==> config.mk <==
export PLATFORM = sky130hd
export DESIGN_NAME = spi_cfg_sequencer
export DESIGN_NICKNAME = d
export VERILOG_FILES = /design/src/rtl/spi_cfg_sequencer.sv
export SDC_FILE = /design/constraint.sdc
export NUM_CORES = 1
export LEC_CHECK = 0
export CAP_MARGIN = 25
export CORE_ASPECT_RATIO = 0.6
export CORE_UTILIZATION = 40
export DETAILED_ROUTE_END_ITERATION = 10
export DONT_BUFFER_PORTS = 1
export PLACE_DENSITY_LB_ADDON = 0.15
export RECOVER_POWER = 50
export SLEW_MARGIN = 25
export SYNTH_ARGS = -nofsm -noshare
export SYNTH_HDL_FRONTEND = slang
export SYNTH_SLANG_ARGS = --single-unit
==> constraint.sdc <==
create_clock -name clk -period 9.75 [get_ports clk]
set_input_delay 1.95 -clock clk [delete_from_list [all_inputs] [get_ports clk]]
set_output_delay 1.95 -clock clk [all_outputs]
set_load 0.05 [all_outputs]
==> src/rtl/spi_cfg_sequencer.sv <==
// Replays a small {addr,data} table to an SPI shifter, one command per frame,
// with a fixed CS-high gap between frames. Define SPI_SEQ_TIMEOUT_EN for the WAIT timeout.
module spi_cfg_sequencer #(
  parameter int unsigned DEPTH_LOG2     = 4,
  parameter logic [7:0]  GAP_CYCLES     = 8'd8,
  parameter logic [7:0]  TIMEOUT_CYCLES = 8'd255
) (
  input  logic                  clk,
  input  logic                  reset_n,
  input  logic                  tbl_we,
  input  logic [DEPTH_LOG2-1:0] tbl_addr,
  input  logic [23:0]           tbl_wdata,
  input  logic [DEPTH_LOG2:0]   num_entries,
  input  logic                  start,
  output logic                  busy,
  output logic                  done,
  output logic                  err,
  output logic [DEPTH_LOG2-1:0] cur_idx,
  output logic                  cmd_valid,
  input  logic                  cmd_ready,
  output logic [23:0]           cmd_data,
  input  logic                  xfer_done
);
  localparam int unsigned         ENTRIES = 1 << DEPTH_LOG2;
  localparam logic [DEPTH_LOG2:0] MAX_N   = {1'b1, {DEPTH_LOG2{1'b0}}};

  typedef enum logic [2:0] {
    S_IDLE = 3'd0, S_ISSUE, S_WAIT, S_GAP, S_DONE
  } state_t;

  state_t                state;
  logic [23:0]           tbl [ENTRIES];
  logic [DEPTH_LOG2:0]   n;
  logic [7:0]            gap_cnt;
  logic                  last;
  logic [DEPTH_LOG2-1:0] nxt_idx;

  assign last    = ({1'b0, cur_idx} == n - (DEPTH_LOG2+1)'(1));
  assign nxt_idx = cur_idx + DEPTH_LOG2'(1);

  // Table is only writable while idle so a running sequence sees a stable image.
  always_ff @(posedge clk)
    if (tbl_we && state == S_IDLE) tbl[tbl_addr] <= tbl_wdata;

`ifdef SPI_SEQ_TIMEOUT_EN
  logic [7:0] to_cnt;
  logic       to_hit;
  assign to_hit = (to_cnt == TIMEOUT_CYCLES - 8'd1);
`else
  logic unused_timeout;
  assign unused_timeout = ^TIMEOUT_CYCLES;
  assign err = 1'b0;
`endif

  always_ff @(posedge clk or negedge reset_n) begin
    if (!reset_n) begin
      state     <= S_IDLE;
      busy      <= 1'b0;
      done      <= 1'b0;
      cmd_valid <= 1'b0;
      cmd_data  <= '0;
      cur_idx   <= '0;
      n         <= '0;
      gap_cnt   <= '0;
`ifdef SPI_SEQ_TIMEOUT_EN
      err       <= 1'b0;
      to_cnt    <= '0;
`endif
    end else begin
      done <= 1'b0;
      case (state)
        S_IDLE: if (start) begin
`ifdef SPI_SEQ_TIMEOUT_EN
          err <= 1'b0;
`endif
          if (num_entries == '0) begin
            state <= S_DONE;
            done  <= 1'b1;
          end else begin
            n         <= (num_entries > MAX_N) ? MAX_N : num_entries;
            cur_idx   <= '0;
            busy      <= 1'b1;
            cmd_valid <= 1'b1;
            cmd_data  <= tbl[0];
            state     <= S_ISSUE;
          end
        end
        S_ISSUE: if (cmd_ready) begin
          cmd_valid <= 1'b0;
          state     <= S_WAIT;
`ifdef SPI_SEQ_TIMEOUT_EN
          to_cnt    <= '0;
`endif
        end
        S_WAIT: begin
          if (xfer_done) begin
            if (last) begin
              state <= S_DONE;
              done  <= 1'b1;
              busy  <= 1'b0;
            end else begin
              cur_idx <= nxt_idx;
              // A zero gap skips GAP entirely and reissues straight away.
              if (GAP_CYCLES == 8'd0) begin
                cmd_valid <= 1'b1;
                cmd_data  <= tbl[nxt_idx];
                state     <= S_ISSUE;
              end else begin
                gap_cnt <= '0;
                state   <= S_GAP;
              end
            end
          end
`ifdef SPI_SEQ_TIMEOUT_EN
          else if (to_hit) begin
            err   <= 1'b1;
            state <= S_DONE;
            done  <= 1'b1;
            busy  <= 1'b0;
          end else begin
            to_cnt <= to_cnt + 8'd1;
          end
`endif
        end
        S_GAP: begin
          if (gap_cnt == GAP_CYCLES - 8'd1) begin
            cmd_valid <= 1'b1;
            cmd_data  <= tbl[cur_idx];
            state     <= S_ISSUE;
          end else begin
            gap_cnt <= gap_cnt + 8'd1;
          end
        end
        S_DONE: state <= S_IDLE;
        default: begin
          state     <= S_IDLE;
          busy      <= 1'b0;
          cmd_valid <= 1'b0;
        end
      endcase
    end
  end
endmodule

After elaboration in Yosys (flattened, before gate mapping)
Memories as Yosys holds them, arrays and structs flattened.
Index checks and enable logic that the tools add are counted.
{"block": "totals", "regBits": 47, "mem_bits_rw": 384, "inputBits": 39, "mem_count": 1}
{"memory": "tbl", "depth": 16, "word_bits": 24, "read_ports": 2, "rd_ports_with_merged_regs": 0, "wr": 1, "line": "32", "rtl": "logic [23:0] tbl [ENTRIES];"}
{"block": "classes", "n_addsub": 3, "order_cmp": 1, "n_eq_ne": 14, "muxes": 36, "bitwise": 3, "n_reduce_logical": 15}
{"op": "2-to-1 mux 24 bit", "count": 3}
{"op": "case mux 24 bit (2 select lines)", "count": 1}
{"op": "2-to-1 mux 8 bit", "count": 3}
{"op": "2-to-1 mux 3 bit", "count": 6}
{"op": "2-to-1 mux 4 bit", "count": 4}
{"op": "inequality test 2 bit, second input constant", "count": 8}
{"op": "case mux 8 bit (2 select lines)", "count": 1}
{"op": "AND reduction 5 bit", "count": 3}
{"op": "2-to-1 mux 1 bit", "count": 12}
{"op": "case mux 3 bit (4 select lines)", "count": 1}
{"op": "AND reduction 4 bit", "count": 3}
{"op": "adder 8 x 1 -> 8 bit, second input constant", "count": 1}
{"op": "== test 8 x 3 -> 1 bit, second input constant", "count": 1}
{"op": "case mux 4 bit (2 select lines)", "count": 1}
{"op": "== test 3 x 2 -> 1 bit, second input constant", "count": 2}
{"op": "nonzero test 2 bit", "count": 3}
{"op": "== test 4 x 5 -> 1 bit", "count": 1}
{"op": "greater-than comparator 5 bit, second input constant", "count": 1}
{"op": "zero test 5 bit", "count": 1}
{"op": "2-to-1 mux 5 bit", "count": 1}
{"op": "subtractor 5 x 1 -> 5 bit, second input constant", "count": 1}
{"op": "adder 4 x 1 -> 4 bit, second input constant", "count": 1}
{"op": "case mux 1 bit (4 select lines)", "count": 1}
{"op": "== test 3 x 1 -> 1 bit, second input constant", "count": 1}
{"op": "9 further kinds", "count": 11}

Logic depth before layout (Yosys ltp)
Gate-level depths: netlist (run 1).
{"block": "logic_depth", "ltp_word": 5, "mapped_depth": 10, "depth_no_buf": 8}

Worst setup path before layout (run 1)
No wires, ideal clock.
{"block": "synth_path", "path_kind": "in2reg", "start": "in tbl_addr[1]", "end": "mem tbl[0][0] (enable)", "arrival_time_ns": 4.055, "required_ns": 9.315, "path_slack_ns": 5.260, "path_stages": 2, "cell_sequence": "or3_1 > nor3_1"}
{"element": "start: declaration", "line": "11", "rtl": "input logic [DEPTH_LOG2-1:0] tbl_addr,"}
{"element": "end: declaration", "line": "32"}
Straight into the memory's write port.

Worst setup path after layout (run 1)
{"block": "layout_path", "start": "reg cur_idx[3]", "end": "out cur_idx[3]"}
{"element": "start: declaration", "line": "18", "rtl": "output logic [DEPTH_LOG2-1:0] cur_idx,"}
{"element": "start signal: assignment", "line": "102", "rtl": "cur_idx <= nxt_idx;"}
No word-level cell between the ends.

==> flow_metrics.tcl, run 1 <==
set metrics [dict create \
    status "complete, but fails checks" \
    violations "capacitance limit, slew limit" \
    period_share 0.552 \
    yosysTopAreaCell "edfxtp_1" \
    avgSynthCellArea_um2 17.5 \
    startpoint_type "flip-flop" \
    ctsRootBufferMaster "clkbuf_16" \
    internal_power_mw 3.43 \
    vias 8654 \
    setup-violations-final 0 \
    crit_path_cell_trace "clkbuf_1" \
    fin_nets 1029 \
    synth_edf_count 384 \
    slew-limit-headroom -1.44 \
    p_seq_frac 0.486 \
    synthDistinctLibCells 48 \
    dp_hpwl_um 21800 \
    cpLargestDelayFamily "buffers and inverters" \
    cts_hold_repair.buffers 0 \
    drc 0 \
    syn_area_um2 17100 \
    syn-num-nets 1020 \
    htreeDepth 2 \
    comb_power_share 0.203 \
    final_antenna_net_count 0 \
    netlist.area_leader.share 0.673 \
    path_class "reg -> out" \
    ir_drop_uv 154 \
    period_needed_ns 5.38 \
    cp_max_fo 52 \
    worstSkewPairLatency_ns 0.54 \
    cts_buffers 41 \
    die_h_um 162 \
    num_io_pins 71 \
    rows 58 \
    overflow 0 \
    p_leak_nw 6.18 \
    skew_ns 0.0126 \
    start_util 0.407 \
    p_per_area_nw_per_um2 256 \
    netlist_top_cells_count "384 x edfxtp_1, 116 x mux2i_1, 69 x a21oi_1" \
    dieArea_um2 43700 \
    grt_first_pass_wirelength_um 59100 \
    synth_ff_type "edfxtp_1" \
    synthCells 978 \
    worst_pin_slew_ns 3.65 \
    end_kind "output port" \
    core_um2 42100 \
    yosysMostFrequentCell "edfxtp_1" \
    switchingPower_mw 1.50 \
    drt-pass1-iter-count 5 \
    drt_iter0_drc 861 \
    synth-seq-area-share 0.741 \
    path_buf_inv 1 \
    hold_class "reg -> reg" \
    yosysWarnings 0 \
    cpPeakStageDelay_ns 2.56 \
    arrival_ns 3.43 \
    tns_ns 0 \
    critPathSlowestCell "clkbuf_1" \
    gp_congestion 0.784 \
    cts_setup_buffers 0 \
    post_cts_resized 0 \
    via_per_inst 5.44 \
    clkPwrFrac 0.311 \
    layout-drive-gt1-share 0.149 \
    drv_slew 52 \
    wl_per_cell_um 25.0 \
    cp.required_ns 7.80 \
    antennaDiodeCount 0 \
    grt_usage 0.185 \
    layout.cells.non_filler 1590 \
    syn2layout_area_growth_pct 12.4 \
    cts_buffer_depth 3 \
    port_buffers 0 \
    synth.ff_latch_count 431 \
    swShare 0.305 \
    rsz0062_at_grt "false" \
    clock_sinks 431 \
    clk_pin_slew_ns 0.06 \
    clock.fmax_mhz 186 \
    grt_antenna_before_repair 0 \
    wirelength_um 39700 \
    grt_pass1_vias 8431 \
    ys_top_cells_by_area "edfxtp_1 67%, dfrtp_1 6.9%, mux2i_1 6.8%" \
    hold_violations 0 \
    ys_async_sr_fraction 0.109 \
    nFillCells 3608 \
    cts_tree "built" \
    die_w_um 269 \
    grt_max_degree 53 \
    placed_cells 1512 \
    cap_violations 1 \
]
## power groups by stage
stage	clock (mW)	sequential [mW]	combinational (mW)
after floorplan	0	2.37	0.848
after global placement	0	2.44	1.01
after detailed placement	0	2.44	1.01
after CTS	1.57	2.40	1.02
after global routing	1.64	2.41	1.10
final	1.53	2.40	0.999
## final timing paths
check / startpoint / to / slack [ns] / depth (start not counted)
max: cur_idx[3]$_DFFE_PN0P_ / cur_idx[3] / 4.37 / 1
min: gap_cnt[4]$_DFFE_PN0P_ / gap_cnt[4]$_DFFE_PN0P_ / 0.49 / 1
max reg2reg: cur_idx[3]$_DFFE_PN0P_ / gap_cnt[3]$_DFFE_PN0P_ / 4.87 / 7
min reg2reg: gap_cnt[4]$_DFFE_PN0P_ / gap_cnt[4]$_DFFE_PN0P_ / 0.49 / 1
max in group asynchronous: reset_n / cmd_data[7]$_DFFE_PN0P_ / 8.52 / 0
min in group asynchronous: reset_n / n[1]$_DFFE_PN0P_ / 1.10 / 0
## state kept, by name (all words and copies together), names as in the netlist
signal / cells
cur_idx: 4
state: 3
tbl: 384
cmd_valid: 1
n: 5
gap_cnt: 8
cmd_data: 24
done: 1
busy: 1
## placed cells by master (no fill, tap or decap), types with 3 or more instances in the layout
master | synthesis | routed
a21oi_1 | 69 | 69
o21ai_0 | 9 | 9
buf_4 | 3 | 17
mux2i_1 | 116 | 116
mux4_2 | 48 | 48
inv_1 | 4 | 4
clkbuf_16 | 0 | 43
nor2b_1 | 9 | 7
a211oi_1 | 33 | 33
a22oi_1 | 48 | 48
nor2_4 | 1 | 12
nand2_1 | 31 | 30
nor2_1 | 49 | 37
ha_1 | 3 | 3
clkbuf_8 | 0 | 4
nand3_1 | 4 | 4
buf_16 | 0 | 5
nand2b_1 | 6 | 6
xnor2_1 | 6 | 6
edfxtp_1 | 384 | 384
o211ai_1 | 4 | 4
nor3_1 | 11 | 8
dfrtp_1 | 47 | 43
clkbuf_1 | 31 | 25
nand3b_1 | 3 | 3
## stage by stage
stage	area (µm²)	worst slack, ns	hold WS (ns)	utilization	total power, mW
3_3_place_gp	17800	5.69	0.486	0.424	3.45
3_5_place_dp	18000	5.54	0.489	0.427	3.45
4_1_cts	19200	5.77	0.495	0.457	4.99
2_1_floorplan	17100	5.26	0.459	-	3.21
5_1_grt	19300	4.16	0.535	0.458	5.16
6_report	19300	4.37	0.493	0.458	4.93
## kinds of logic (layout without fill, tap and decap cells)
logic type | Yosys count | in the layout | share of synthesized area
AO/OA/AOI/OAI | 175 | 175 | 0.0658
adder cells (fa/ha/maj) | 3 | 3 | 0.00219
other | 1 | 1 | 0.000219
buffers and inverters | 64 | 106 | 0.0182
flip-flops | 431 | 431 | 0.741
XOR/XNOR | 8 | 8 | 0.00409
multiplexers | 165 | 165 | 0.131
AND/OR/NAND/NOR | 131 | 131 | 0.0369
## layout make-up
class	count	area [µm²]	area share
timing repair buffer	26	313	0.0162
clock inverter	6	56.3	0.00292
clock buffer	70	1220	0.0632
multi-input combinational	483	4240	0.220
sequential	431	12700	0.660
tap	570	713	0.0370
inverter	4	15.0	0.000779
## metal layers
| metal | part of all wire | track usage | vias up | wire [µm] |
|---|---|---|---|---|
| met4 | 0.011 | 0.0354 | 0 | 452 |
| met1 | 0.52 | 0.301 | 4482 | 20800 |
| met3 | 0.058 | 0.0364 | 38 | 2300 |
| met2 | 0.41 | 0.254 | 201 | 16100 |
| met5 | 0 | 0 | - | 0 |
| li1 | - | - | 3933 | - |
Power figures use the tool's default switching activity.
==> run 2: changes to the inputs <==
clock period = 5.4 ns   (was 9.75 ns; I/O delays follow)
==> flow_metrics.tcl, run 2 (synthesized netlist as in run 1, its figures left out) <==
set metrics [dict create \
    status "complete, no violations" \
    layout.cells.non_filler 1595 \
    setup-violations-final 0 \
    final_antenna_net_count 0 \
    cts_buffer_depth 3 \
    rr_worst_depth 5 \
    overflow 0 \
    cp_max_fo 18 \
    dieArea_um2 43700 \
    clock_sinks 431 \
    clock.fmax_mhz 331 \
    cpPeakStageDelay_ns 0.83 \
    grt_max_degree 56 \
    clk_pin_slew_ns 0.06 \
    largest_registers "tbl x384, cmd_data x24, gap_cnt x8" \
    final_util 0.463 \
    cap_violations 0 \
    fin_nets 1034 \
    fin_ws_ns 2.38 \
    grt_antenna_before_repair 0 \
    dp_slack_ns 2.23 \
    slew-limit-headroom 0.324 \
    period_share 0.559 \
    hold_class "in -> async" \
    wirelength_um 39600 \
    vias 8696 \
    die_w_um 269 \
    cts_setup_buffers 0 \
    htreeDepth 2 \
    critPathSlowestCell "nor3_2" \
    core_um2 42100 \
    num_io_pins 71 \
    port_buffers 0 \
    grt_usage 0.183 \
    syn2layout_area_growth_pct 13.6 \
    nFillCells 3611 \
    start_util 0.407 \
    antennaDiodeCount 0 \
    p_per_area_nw_per_um2 462 \
    endpoint "tbl[0][7]$_DFFE_PP_" \
    gp_congestion 0.766 \
    die_h_um 162 \
    rows 58 \
    top_register "tbl" \
    via_per_inst 5.45 \
    path_class "reg -> reg" \
    skew_ns 0.0178 \
    p_total_mw 9.01 \
    r2r-start "state[2]$_DFFE_PN0P_" \
    drv_slew 0 \
    cp.required_ns 5.65 \
    worstSkewPairLatency_ns 0.56 \
    cts_hold_repair.buffers 0 \
    final_common_cell "edfxtp_1" \
    grt_first_pass_wirelength_um 58700 \
    crit_path_cell_trace "nor3_1 -> nand2_1 -> or3_1 -> nor3_2 -> buf_12" \
    grt_pass1_vias 8628 \
    drt-pass1-iter-count 6 \
    cts_buffers 41 \
    p_leak_nw 6.28 \
    period_needed_ns 3.02 \
    cts_tree "built" \
    worst_pin_slew_ns 1.01 \
    dp_hpwl_um 23300 \
    ctsRootBufferMaster "clkbuf_16" \
    tns_ns 0 \
    rr_endpoint "tbl[0][7]$_DFFE_PP_" \
    rsz0062_at_grt "false" \
    final_cell_mix "384 x edfxtp_1, 116 x mux2i_1, 69 x a21oi_1, 48 x mux4_2, 48 x a22oi_1" \
    startpoint_type "flip-flop" \
    post_cts_resized 0 \
    drc 0 \
    largest_reg_flops 384 \
    drt_iter0_drc 852 \
    hold_violations 0 \
    layout-drive-gt1-share 0.163 \
    wl_per_cell_um 24.8 \
    arrival_ns 3.26 \
    r2r_setup_slack_ns 2.38 \
    placed_cells 1517 \
    ir_drop_uv 270 \
    end_kind "flip-flop" \
    startpoint "state[2]$_DFFE_PN0P_" \
]
## run 2: changes by cell type in the layout (fill, tap and decap cells not counted), sizes merged
cell and delta:
clkbuf -7, clkinv +3, buf +7, clkinvlp +1
bufinv +1
## run 2: worst min path at each step
stage / cells after the start / end
final: 0 / n[1]$_DFFE_PN0P_
after global routing: 0 / cmd_data[5]$_DFFE_PN0P_
after CTS: 0 / cmd_data[22]$_DFFE_PN0P_
after detailed placement: 1 / gap_cnt[0]$_DFFE_PN0P_
after global placement: 1 / gap_cnt[0]$_DFFE_PN0P_
after floorplan: 1 / gap_cnt[4]$_DFFE_PN0P_
## run 2: metal layers
metal | GRT usage | routed length [µm] | vias up
li1 | - | - | 3932
met1 | 0.292 | 20300 | 4481
met2 | 0.252 | 16100 | 237
met3 | 0.0420 | 2590 | 46
met4 | 0.0413 | 600 | 0
met5 | 0 | 0 | -
## run 2: power by group
group          switching (mW)  internal [mW]  total, mW  leakage, nW
Sequential              0.542           3.77       4.31         3.99
Clock                    1.22           1.64       2.85        0.642
Combinational           0.986          0.857       1.84         1.64
Total                    2.74           6.27       9.01         6.28
## run 2: through the flow
| step | cell area [µm²] | hold WS, ns |
|---|---|---|
| 6_report | 19500 | 0.221 |
| 5_1_grt | 19500 | 0.197 |
| 4_1_cts | 19400 | 0.193 |
| 3_5_place_dp | 18100 | 0.506 |
| 3_3_place_gp | 17900 | 0.500 |
| 2_1_floorplan | 17100 | 0.459 |
## run 2: layout make-up
cell class	count	area, µm²	area share
clock buffer	65	1210	0.0620
clock inverter	11	109	0.00559
inverter	4	15.0	0.000771
multi-input combinational	483	4250	0.218
sequential	431	12700	0.653
tap	570	713	0.0366
timing repair buffer	31	468	0.0240
## run 2: critical path: cells and delay by family, from the launching register on
kind,cells,cell delay [ns]
and+or+nand+nor,4,1.91
DFF,1,0.51
buffers and inverters,1,0.28
